==> config.mk <==
export PLATFORM = sky130hd
export DESIGN_NAME = uart_mem_loader
export DESIGN_NICKNAME = d
export VERILOG_FILES = /design/src/rtl/uart_mem_loader_pkg.sv /design/src/rtl/uart_mem_loader_pulse_sync.sv /design/src/rtl/uart_mem_loader.sv
export SDC_FILE = /design/constraint.sdc
export NUM_CORES = 1
export LEC_CHECK = 0
export ABC_AREA = 1
export CORE_UTILIZATION = 26
export CTS_BUF_LIST = sky130_fd_sc_hd__clkbuf_4
export CTS_CLUSTER_SIZE = 30
export DETAILED_ROUTE_END_ITERATION = 10
export GPL_ROUTABILITY_DRIVEN = 0
export PLACE_DENSITY_LB_ADDON = 0.05
export SLEW_MARGIN = 20
export SYNTH_ARGS = -nofsm -noshare
export SYNTH_HDL_FRONTEND = slang
export SYNTH_HIERARCHICAL = 1
export SYNTH_SLANG_ARGS = --single-unit
==> constraint.sdc <==
create_clock -name clock -period 9.1 [get_ports clock]
set_input_delay 1.82 -clock clock [delete_from_list [all_inputs] [get_ports clock]]
set_output_delay 1.82 -clock clock [all_outputs]
set_load 0.005 [all_outputs]
==> src/rtl/uart_mem_loader_pkg.sv <==
// Shared definitions for the UART memory loader: FSM state encoding and
// default frame/timeout constants.
package uart_mem_loader_pkg;

  typedef enum logic [2:0] {
    ST_IDLE    = 3'd0,
    ST_LEN_HI  = 3'd1,
    ST_LEN_LO  = 3'd2,
    ST_PAYLOAD = 3'd3,
    ST_CHECK   = 3'd4
  } state_t;

  localparam logic [7:0] DEF_SYNC_BYTE   = 8'hA5;
  localparam int         DEF_TIMEOUT_CYC = 104160;

endpackage

==> src/rtl/uart_mem_loader_pulse_sync.sv <==
// Two-flop synchronizer followed by a rising-edge detector; one pulse per
// rising edge of async_in regardless of how long it stays high.
module pulse_sync (
  input  logic clock,
  input  logic reset,
  input  logic async_in,
  output logic pulse_out
);

  logic r_meta;
  logic r_sync;
  logic r_prev;

  always_ff @(posedge clock or posedge reset) begin
    if (reset) begin
      r_meta <= 1'b0;
      r_sync <= 1'b0;
      r_prev <= 1'b0;
    end else begin
      r_meta <= async_in;
      r_sync <= r_meta;
      r_prev <= r_sync;
    end
  end

  assign pulse_out = r_sync & ~r_prev;

endmodule

==> src/rtl/uart_mem_loader.sv <==
// Parses SYNC/LEN/payload/CHK frames from the UART receiver and writes the
// payload, packed little-endian into words, to memory from address 0.
module uart_mem_loader
  import uart_mem_loader_pkg::*;
#(
  parameter int         ADDR_W      = 8,
  parameter int         WORD_BYTES  = 2,
  parameter logic [7:0] SYNC_BYTE   = DEF_SYNC_BYTE,
  parameter int         TIMEOUT_CYC = DEF_TIMEOUT_CYC
) (
  input  logic                    clock,
  input  logic                    reset,
  input  logic [7:0]              rx_data,
  input  logic                    rx_ready,
  output logic                    mem_we,
  output logic [ADDR_W-1:0]       mem_addr,
  output logic [8*WORD_BYTES-1:0] mem_wdata,
  output logic                    busy,
  output logic                    load_done,
  output logic                    load_err
);

  localparam int DATA_W = 8 * WORD_BYTES;
  localparam int LANE_W = (WORD_BYTES > 1) ? $clog2(WORD_BYTES) : 1;
  localparam int TMO_W  = $clog2(TIMEOUT_CYC + 1);
  localparam logic [LANE_W-1:0] LAST_LANE  = LANE_W'(WORD_BYTES - 1);
  localparam logic [ADDR_W:0]   ADDR_LIMIT = {1'b1, {ADDR_W{1'b0}}};
  localparam logic [TMO_W-1:0]  TMO_LIMIT  = TMO_W'(TIMEOUT_CYC);

  state_t              r_state;
  state_t              w_next;
  logic [7:0]          r_len_hi;
  logic [15:0]         r_rem;
  logic [LANE_W-1:0]   r_lane;
  logic [DATA_W-1:0]   r_word;
  logic [ADDR_W:0]     r_addr;
  logic [7:0]          r_csum;
  logic [TMO_W-1:0]    r_tmo;
  logic                r_we;
  logic [ADDR_W-1:0]   r_mem_addr;
  logic [DATA_W-1:0]   r_mem_wdata;
  logic                r_done;
  logic                r_err;

  logic                w_acc;
  logic [15:0]         w_len;
  logic [15:0]         w_rem_dec;
  logic [DATA_W-1:0]   w_word_next;
  logic                w_word_done;
  logic                w_busy;
  logic                w_sync_acc;
  logic                w_pay_acc;
  logic                w_wr_need;
  logic                w_ovf;
  logic                w_tmo;
  logic                w_set_err;
  logic                w_set_done;

  pulse_sync u_pulse_sync (
    .clock     (clock),
    .reset     (reset),
    .async_in  (rx_ready),
    .pulse_out (w_acc)
  );

  assign w_len       = {r_len_hi, rx_data};
  assign w_rem_dec   = r_rem - 16'd1;
  assign w_word_done = (r_lane == LAST_LANE) || (w_rem_dec == 16'd0);
  // Lane 0 starts a fresh word so a short final word has zero upper lanes.
  assign w_word_next = ((r_lane == '0) ? '0 : r_word) |
                       (DATA_W'(rx_data) << (8 * int'(r_lane)));

  always_ff @(posedge clock or posedge reset) begin
    if (reset) r_state <= ST_IDLE;
    else       r_state <= w_next;
  end

  always_comb begin
    w_next = r_state;
    case (r_state)
      ST_IDLE:    if (w_acc && rx_data == SYNC_BYTE) w_next = ST_LEN_HI;
      ST_LEN_HI:  if (w_acc) w_next = ST_LEN_LO;
      ST_LEN_LO:  if (w_acc) w_next = (w_len == 16'd0) ? ST_CHECK : ST_PAYLOAD;
      ST_PAYLOAD: if (w_acc) begin
                    if (w_ovf)                    w_next = ST_IDLE;
                    else if (w_rem_dec == 16'd0)  w_next = ST_CHECK;
                  end
      ST_CHECK:   if (w_acc) w_next = ST_IDLE;
      default:    w_next = ST_IDLE;
    endcase
    if (w_tmo) w_next = ST_IDLE;
  end

  always_comb begin
    w_busy     = (r_state != ST_IDLE);
    w_sync_acc = (r_state == ST_IDLE) && w_acc && (rx_data == SYNC_BYTE);
    w_pay_acc  = (r_state == ST_PAYLOAD) && w_acc;
    w_wr_need  = w_pay_acc && w_word_done;
    w_ovf      = w_wr_need && (r_addr == ADDR_LIMIT);
    // An accept landing on the timeout cycle still wins.
    w_tmo      = w_busy && !w_acc && (r_tmo == TMO_LIMIT);
    w_set_done = (r_state == ST_CHECK) && w_acc && (rx_data == r_csum);
    w_set_err  = w_ovf || w_tmo ||
                 ((r_state == ST_CHECK) && w_acc && (rx_data != r_csum));
  end

  always_ff @(posedge clock or posedge reset) begin
    if (reset) begin
      r_len_hi    <= '0;
      r_rem       <= '0;
      r_lane      <= '0;
      r_word      <= '0;
      r_addr      <= '0;
      r_csum      <= '0;
      r_tmo       <= '0;
      r_we        <= 1'b0;
      r_mem_addr  <= '0;
      r_mem_wdata <= '0;
      r_done      <= 1'b0;
      r_err       <= 1'b0;
    end else begin
      r_we   <= 1'b0;
      r_done <= w_set_done;
      if (w_sync_acc)     r_err <= 1'b0;
      else if (w_set_err) r_err <= 1'b1;

      if (!w_busy || w_acc)       r_tmo <= '0;
      else if (r_tmo != TMO_LIMIT) r_tmo <= r_tmo + TMO_W'(1);

      if (w_sync_acc) begin
        r_csum <= '0;
        r_addr <= '0;
        r_lane <= '0;
      end
      if (r_state == ST_LEN_HI && w_acc) r_len_hi <= rx_data;
      if (r_state == ST_LEN_LO && w_acc) r_rem    <= w_len;

      if (w_pay_acc) begin
        r_csum <= r_csum + rx_data;
        r_rem  <= w_rem_dec;
        r_word <= w_word_next;
        r_lane <= w_word_done ? '0 : r_lane + LANE_W'(1);
        if (w_wr_need && !w_ovf) begin
          r_we        <= 1'b1;
          r_mem_addr  <= r_addr[ADDR_W-1:0];
          r_mem_wdata <= w_word_next;
          r_addr      <= r_addr + (ADDR_W+1)'(1);
        end
      end
    end
  end

  assign mem_we    = r_we;
  assign mem_addr  = r_mem_addr;
  assign mem_wdata = r_mem_wdata;
  assign busy      = w_busy;
  assign load_done = r_done;
  assign load_err  = r_err;

endmodule

==> summary.txt, run 1 <==
Power
  – Peak VDD IR: 0.1087 mV
  – PwrDens: 284.8 mW/mm²
  – Leak pwr: 2.936 nW

Global routing
  – First-pass GRT wire length: 25.01 mm
  – All-Layer GR Usage: 14.93%
  – Largest net degree at the start of global routing: 79
  – Initial antenna violation count: 1
  – Vias in the first global route: 4587
  – Overflow after GRT: 0

Finish
  – Most common cell after layout, fill and taps aside: nand2_1
  – Area growth from synthesis to layout: 14.48%
  – Nets@finish: 767
  – Design Area, Final: 0.006332 mm²
  – Commonest non-fill, non-tap cells in the layout: nand2_1 (199), dfrtp_1 (108), inv_1 (86)
  – Proportion of layout cells with a drive suffix above 1: 4.284%
  – Final Util: 30.80%

Floorplanning
  – Die area: 0.02186 mm²
  – Core Region: 0.02056 mm²
  – Die width: 147.9 µm
  – I/O pin count: 39
  – # rows: 52
  – Initial Utilization: 26.90%
  – Die height: 147.9 µm

Clock network
  – Clk sinks: 108
  – TritonCTS buffer count: 9
  – Clk buf depth: 2
  – CTS-repair resized insts: 0
  – H-tree level count: 3
  – CTS tree: built
  – Clock slew at reported path FFs: 0.16 ns
  – Clock Latency Late Sink: 0.49 ns
  – Root Buffer: clkbuf_4
  – Post-CTS Setup Bufs: 0
  – Hold Buf Count CTS: 0

Setup path
  – Worst path arrival time: 2.30 ns
  – Crit path largest cell delay: 0.58 ns
  – CP cell instances: nor2_1 -> inv_1 -> nor2_1 -> inv_1 -> clkdlybuf4s50_1
  – Crit-path max FO: 13
  – Critical path launch point type: flip-flop
  – Setup Crit Path Kind: reg2out
  – Crit-path slowest cell: dfrtp_1
  – Crit path required time: 7.28 ns
  – CP Capture Type: output port

Placement
  – Dpl hpwl: 10.86 mm
  – Port buffer count: 38
  – Placed Area: 0.006186 mm²

Drt
  – WL final: 15.39 mm
  – Drt drc: 0
  – ANT nets after route: 0
  – Vias: 4594
  – Drt first pass iters: 4
  – Detailed Route Iter0 Violations: 230
  – Avg WL per Cell: 15.12 µm
  – Drt via density: 4.513

Status
  – Status: completed

Timing
  – Pins Over Slew Limit: 0
  – Worst slew margin: 36.73%
  – Setup TNS: 0 ns
  – Worst clock skew: 0.02430 ns
  – RSZ-0062 raised after global routing: no
  – Setup-failing EPs final: 0
  – Hold Fails Final Rpt: 0
  – Min Tclk post-route: 4.119 ns
  – Period utilisation layout: 45.27%
  – Max Clk Rate: 242.8 MHz
  – Slew @ Worst Pin: 0.9456 ns
  – Min Hold Slack: 0.3740 ns

Synth
  – Sequential element share of the synthesized area: 48.86%
  – Average size of a mapped cell: 7.791 µm²
  – Synth area leaders: dfrtp_1 (49%), nand2_1 (14%), o21ai_0 (6.8%), inv_1 (5.9%), nand3_1 (3.7%)
  – Share of the synthesized area in the top cell type: 48.86%
  – Ys flop type: dfrtp_1
  – Mapped Nets: 735
  – Mapped Cells: 710
  – Synth cell types: 39
  – Post-synth EDFFs: 0
  – Synth warn: 6
  – Async SR Flop Fraction: 100.0%
  – Synth area leader: dfrtp_1
  – Yosys reg bits: 108
  – Syn Std Cell Area: 0.005532 mm²

Run
  – Max Cap Viol: 0

Min path
  – Hold WC Path Type: reg2reg
area by class of cell:
cell class,count,area [µm²]
Fill cell,2282,14230
Clock inverter,6,65.06
Clock buffer,10,75.07
Inverter,91,344.1
Timing Repair Buffer,41,406.6
Multi-Input combinational cell,491,2399
Tap cell,270,337.8
Sequential cell,108,2703
Antenna cell,1,2.502
cell families (layout without fill, tap and decap cells):
logic type | after synthesis | after routing | share of synthesized area [%]
buffers and inverters | 111 | 148 | 7.826
and+or+nand+nor | 338 | 338 | 25.90
AOI/OAI and AO/OA | 129 | 129 | 12.53
other | 0 | 1 | 0
xor gates and xnor gates | 10 | 10 | 1.583
DFF | 108 | 108 | 48.86
adders and majority gates | 14 | 14 | 3.303
routing by layer:
layer	share of wire [%]	vias to the layer above	global-route usage, %
li1	-	2367	-
met1	48	2173	19.23
met2	48	44	25.24
met3	2.5	10	3.210
met4	1.2	0	3.969
met5	0	-	0
registers in the layout, indices dropped and copies added, names as in the netlist:
register and flops:
load_done 1, load_err 1, mem_addr 8, mem_wdata 16, mem_we 1, r_addr 9
r_csum 8, r_lane 1, r_len_hi 8, r_rem 16, r_state 3, r_tmo 17
r_word 16, u_pulse_sync/r_meta 1, u_pulse_sync/r_prev 1, u_pulse_sync/r_sync 1
stage by stage:
stage                     total power [W]  setup WS, ns  instances
after floorplan                  0.001272         4.519        710
after global placement           0.001564         4.849       1001
after detailed placement         0.001566         4.780       1001
after CTS                        0.001838         4.912       1017
after global routing             0.001983         4.767       1018
final                            0.001803         4.981       1018
final timing paths:
check | startpoint | endpoint | slack [ns] | cells after the start
setup / recovery | r_state[0] | busy | 4.98 | 5
hold / removal | u_pulse_sync/r_meta | u_pulse_sync/r_sync | 0.37 | 0
setup reg to reg | r_state[0] | r_addr[7] | 5.46 | 10
hold reg to reg | u_pulse_sync/r_meta | u_pulse_sync/r_sync | 0.37 | 0
max in group asynchronous | reset | r_rem[12] | 6.34 | 3
min in group asynchronous | reset | u_pulse_sync/r_meta | 1.57 | 2
report_power, final:
group	leakage, nW	internal (W)	switching, W	total (W)
Combinational	1.54	0.000307	0.000425	0.000733
Sequential	1.32	0.000664	0.000151	0.000814
Clock	0.0780	0.0000873	0.000169	0.000257
Total	2.94	0.00106	0.000745	0.00180
critical path, delay by kind of cell (launching register included):
family | cells | cell delay (ns)
buffers and inverters | 3 | 0.72
and+or+nand+nor | 2 | 0.52
DFF | 1 | 0.58
synth_stat cells (all sizes together), types with 2 or more instances:
library cell and n:
dfrtp 108, buf 7, o21ai 81, nand4 10
nor2 60, a21oi 30, nand3 41, o22ai 5
inv 90, xor2 6, a22o 2, nor3 15
xnor2 4, o311ai 2, nand2 201, nand3b 3
o211ai 2, nor4 7, ha 13, clkbuf 13
Power figures use the tool's default switching activity.
==> run 2: changes to the inputs <==
==> constraint.sdc (replaced) <==
create_clock -name clock -period 3.5 [get_ports clock]
set_input_delay 0.7 -clock clock [delete_from_list [all_inputs] [get_ports clock]]
set_output_delay 0.7 -clock clock [all_outputs]
set_load 0.005 [all_outputs]
==> summary.txt, run 2 (synthesis results as in run 1) <==
Setup path
  – Top delay family on crit path: buffers and inverters
  – CP cell instances: nor2_1 -> inv_1 -> nor2_1 -> inv_1 -> clkdlybuf4s50_1
  – Crit-path slowest cell: dfrtp_1
  – Crit path required time: 2.80 ns
  – Crit-path max FO: 13
  – CP Capture Type: output port
  – Worst path arrival time: 2.29 ns
  – Crit path largest cell delay: 0.60 ns
  – Critical path launch point type: flip-flop
  – Setup Crit Path Kind: reg2out
  – Buffers & Inverters on Critical Path: 3

Finish
  – Area growth from synthesis to layout: 15.81%
  – Max FFs per register: 17
  – Final Util: 31.16%
  – Nets@finish: 774
  – Largest Register: r_tmo
  – Most common cell after layout, fill and taps aside: nand2_1
  – Design Area, Final: 0.006406 mm²
  – Proportion of layout cells with a drive suffix above 1: 5.172%
  – Commonest non-fill, non-tap cells in the layout: nand2_1 (199), dfrtp_1 (108), inv_1 (86)

Floorplanning
  – I/O pin count: 39
  – Die height: 147.9 µm
  – # rows: 52
  – Die width: 147.9 µm
  – Core Region: 0.02056 mm²
  – Die area: 0.02186 mm²
  – Initial Utilization: 26.90%

Timing
  – Min Tclk post-route: 2.993 ns
  – Setup-failing EPs final: 0
  – Period utilisation layout: 85.52%
  – Hold Fails Final Rpt: 0
  – Min Hold Slack: 0.3759 ns
  – Setup TNS: 0 ns
  – Slew @ Worst Pin: 0.7963 ns
  – Pins Over Slew Limit: 0
  – Max Clk Rate: 334.1 MHz
  – Worst slew margin: 46.72%
  – RSZ-0062 raised after global routing: no
  – Worst clock skew: 0.01935 ns

Drt
  – Detailed Route Iter0 Violations: 230
  – Avg WL per Cell: 15.00 µm
  – ANT nets after route: 0
  – Vias: 4651
  – Drt drc: 0
  – Drt via density: 4.538
  – Drt first pass iters: 5
  – WL final: 15.37 mm

Placement
  – Port buffer count: 38
  – Dpl hpwl: 10.99 mm
  – Placed Area: 0.006261 mm²

Global routing
  – Vias in the first global route: 4613
  – Largest net degree at the start of global routing: 47
  – Initial antenna violation count: 1
  – Overflow after GRT: 0
  – All-Layer GR Usage: 14.91%
  – First-pass GRT wire length: 25.08 mm

Clock network
  – Root Buffer: clkbuf_4
  – TritonCTS buffer count: 9
  – CTS-repair resized insts: 0
  – Clk sinks: 108
  – Clock Latency Late Sink: 0.48 ns
  – Post-CTS Setup Bufs: 0
  – Clk buf depth: 2
  – CTS tree: built
  – Hold Buf Count CTS: 0
  – Clock slew at reported path FFs: 0.17 ns
  – H-tree level count: 3

Power
  – Peak VDD IR: 0.2301 mV
  – Leak pwr: 2.980 nW
  – PwrDens: 736.7 mW/mm²

Min path
  – Hold WC Path Type: reg2reg

Status
  – Status: completed

Run
  – Max Cap Viol: 0
-- run 2: through the flow --
stage,worst slack [ns],std cells,power [W]
3_5_place_dp,0.5453,1008,0.004091
3_3_place_gp,0.5291,1008,0.004093
5_1_grt,0.2918,1025,0.005166
2_1_floorplan,0.03946,710,0.003307
6_report,0.5068,1025,0.004719
4_1_cts,0.4898,1024,0.004798
-- run 2: worst register-to-register path: cells and delay by family (launching register included) --
family,cells,cell delay [ns]
fa+ha+maj,1,0.21
buf+inv,3,0.61
flops,1,0.41
simple gates,13,1.45
-- run 2: where the power goes --
part | internal (W) | switching [W]
Sequential | 0.00173 | 0.000402
Clock | 0.000237 | 0.000442
Combinational | 0.000820 | 0.00109
Total | 0.00278 | 0.00194
-- run 2: final timing paths --
path                                startpoint                   to  slack [ns]  cells past startpoint
max                                 r_state[0]                 busy        0.51                      5
max reg2reg                           r_rem[0]            r_addr[7]        0.73                     17
min reg2reg                u_pulse_sync/r_meta  u_pulse_sync/r_sync        0.38                      0
max in group asynchronous                reset          r_len_hi[4]        2.16                      3
min                        u_pulse_sync/r_meta  u_pulse_sync/r_sync        0.38                      0
min in group asynchronous                reset  u_pulse_sync/r_prev        0.44                      2
-- run 2: area by class of cell --
| class | instances | area, µm² |
|---|---|---|
| fillers | 2245 | 14150 |
| inverters | 91 | 344.1 |
| well taps | 270 | 337.8 |
| diodes | 1 | 2.502 |
| flip-flops and latches | 108 | 2703 |
| clock buffers | 11 | 82.58 |
| multi-input cells | 491 | 2396 |
| clock inverters | 5 | 60.06 |
| repair buffers | 48 | 480.5 |
-- run 2: routing by layer --
layer	vias up	wire length (µm)	track usage, %
met2	69	7360	25.28
met3	7	462	3.179
met4	0	117	2.938
li1	2381	-	-
met1	2194	7434	19.54
met5	-	0	0
==> run 3: changes to the inputs <==
--- a/config.mk
+++ b/config.mk
@@ -11,9 +11,11 @@
 export CTS_CLUSTER_SIZE = 30
 export DETAILED_ROUTE_END_ITERATION = 10
 export GPL_ROUTABILITY_DRIVEN = 0
+export GPL_TIMING_DRIVEN = 0
 export PLACE_DENSITY_LB_ADDON = 0.05
 export SLEW_MARGIN = 20
 export SYNTH_ARGS = -nofsm -noshare
 export SYNTH_HDL_FRONTEND = slang
 export SYNTH_HIERARCHICAL = 1
 export SYNTH_SLANG_ARGS = --single-unit
+export TNS_END_PERCENT = 20
==> constraint.sdc (replaced) <==
create_clock -name clock -period 3.5 [get_ports clock]
set_input_delay 0.7 -clock clock [delete_from_list [all_inputs] [get_ports clock]]
set_output_delay 0.7 -clock clock [all_outputs]
set_load 0.05 [all_outputs]
==> summary.txt, run 3 (synthesis results as in run 1) <==
Power
  – Part of the power in registers: 40.4%
  – PwrDens: 799.9 mW/mm²
  – Leak pwr: 2.950 nW
  – Peak VDD IR: 0.3654 mV
  – Sw Pwr: 0.002428 W
  – Switching share of power: 47.48%
  – Clk network pwr share: 11.7%
  – Internal Power: 0.002686 W
  – Comb power frac: 47.9%

Setup path
  – Worst path arrival time: 2.36 ns
  – Crit-path max FO: 4
  – Buffers & Inverters on Critical Path: 3
  – Crit-path slowest cell: clkdlybuf4s50_1
  – Crit path required time: 2.80 ns
  – Top delay family on crit path: buffers and inverters
  – CP cell instances: nor2_1 -> inv_1 -> nor2_1 -> inv_1 -> clkdlybuf4s50_1
  – Crit path largest cell delay: 0.72 ns
  – CP Capture Type: output port
  – Critical path launch point type: flip-flop
  – Setup Crit Path Kind: reg2out

Timing
  – RSZ-0062 raised after global routing: no
  – Period utilisation layout: 87.50%
  – Min Hold Slack: 0.3771 ns
  – Hold Fails Final Rpt: 0
  – Setup-failing EPs final: 0
  – Min Tclk post-route: 3.063 ns
  – Pins Over Slew Limit: 0
  – Setup TNS: 0 ns
  – Worst clock skew: 0.02176 ns
  – Slew @ Worst Pin: 0.8106 ns
  – Worst slew margin: 45.55%
  – Max Clk Rate: 326.5 MHz
  – Post-route worst setup slack: 0.4374 ns

Drt
  – Vias: 4691
  – Detailed Route Iter0 Violations: 259
  – Avg WL per Cell: 14.91 µm
  – Drt via density: 4.532
  – Drt drc: 0
  – WL final: 15.44 mm
  – Drt first pass iters: 4
  – ANT nets after route: 0

Clock network
  – Post-CTS Setup Bufs: 0
  – H-tree level count: 3
  – TritonCTS buffer count: 9
  – CTS tree: built
  – Root Buffer: clkbuf_4
  – Hold Buf Count CTS: 0
  – Clock slew at reported path FFs: 0.18 ns
  – Clk sinks: 108
  – CTS-repair resized insts: 0
  – Clock Latency Late Sink: 0.50 ns
  – Clk buf depth: 2

Placement
  – Cell total after placement: 1019
  – Pre-CTS setup slack: -0.1169 ns
  – Port buffer count: 38
  – Dpl hpwl: 11.12 mm
  – Placed Area: 0.006282 mm²

Global routing
  – Global Route met3 Usage: 2.963%
  – GRT Max-Usage Layer: met2
  – First-pass GRT wire length: 26.01 mm
  – Met2 Use GR: 25.21%
  – Overflow after GRT: 0
  – All-Layer GR Usage: 15.35%
  – Vias in the first global route: 4897
  – Initial antenna violation count: 1
  – Largest net degree at the start of global routing: 62
  – Met1 Track Usage GR: 20.92%

Min path
  – Hold WC Path Type: reg2reg

Finish
  – Most common cell after layout, fill and taps aside: nand2_1
  – Nets@finish: 785
  – Fillers: 2292
  – Register area: 0.002703 mm²
  – Design Area, Final: 0.006394 mm²
  – Area growth from synthesis to layout: 15.58%
  – Commonest non-fill, non-tap cells in the layout: nand2_1 (199), dfrtp_1 (108), inv_1 (86)
  – Finished Layout Cells: 1035
  – Largest Register: r_tmo
  – Area of the multi-input gates: 0.002396 mm²
  – Proportion of layout cells with a drive suffix above 1: 4.319%
  – Max FFs per register: 17

Status
  – Status: completed

Floorplanning
  – Die area: 0.02186 mm²
  – # rows: 52
  – I/O pin count: 39
  – Die width: 147.9 µm
  – Initial Utilization: 26.90%
  – Core Region: 0.02056 mm²
  – Die height: 147.9 µm

Run
  – Max Cap Viol: 0
## run 3: changes by cell type in the layout (fill, tap and decap cells not counted), moves of 2 or more
| cell | delta |
|---|---|
| clkbuf_4 | -2 |
| buf_4 | -7 |
| buf_2 | +4 |
| buf_12 | -2 |
| clkinv_1 | +2 |
| clkbuf_1 | +13 |
## run 3: final timing paths
kind | from | end | slack [ns] | cells after the start
min in group asynchronous | reset | u_pulse_sync/r_prev | 0.47 | 2
setup / recovery | r_state[0] | busy | 0.44 | 5
max in group asynchronous | reset | r_rem[14] | 2.16 | 3
setup reg to reg | r_rem[0] | mem_wdata[1] | 0.88 | 17
hold reg to reg | u_pulse_sync/r_meta | u_pulse_sync/r_sync | 0.38 | 0
hold / removal | u_pulse_sync/r_meta | u_pulse_sync/r_sync | 0.38 | 0
## run 3: routing by layer
metal,routed length (µm),vias to the layer above
met5,0,-
met4,84,0
met3,355,4
met2,7317,49
met1,7680,2239
li1,-,2399
## run 3: final cells by class
cell class / instances / share of cell area [%]
repair buffers: 39 / 6.380
clock inverters: 6 / 0.6458
diodes: 1 / 0.03914
plain buffers: 20 / 1.429
inverters: 91 / 5.421
multi-input cells: 491 / 37.48
flip-flops and latches: 108 / 42.27
well taps: 270 / 5.284
clock buffers: 9 / 1.057
## run 3: power by group through the flow
stage               sequential [W]  clock (W)  combinational [W]
global placement           0.00208          0            0.00245
global route               0.00214   0.000683            0.00277
detailed placement         0.00209          0            0.00247
floorplan                  0.00249          0            0.00131
CTS                        0.00207   0.000640            0.00248
finish                     0.00206   0.000599            0.00245
## run 3: metrics by stage
| step | total power (W) | util (%) |
|---|---|---|
| 2_1_floorplan | 0.003798 | - |
| 3_3_place_gp | 0.004535 | 30.40 |
| 3_5_place_dp | 0.004559 | 30.56 |
| 4_1_cts | 0.005189 | 31.09 |
| 5_1_grt | 0.005596 | 31.10 |
| 6_report | 0.005114 | 31.10 |
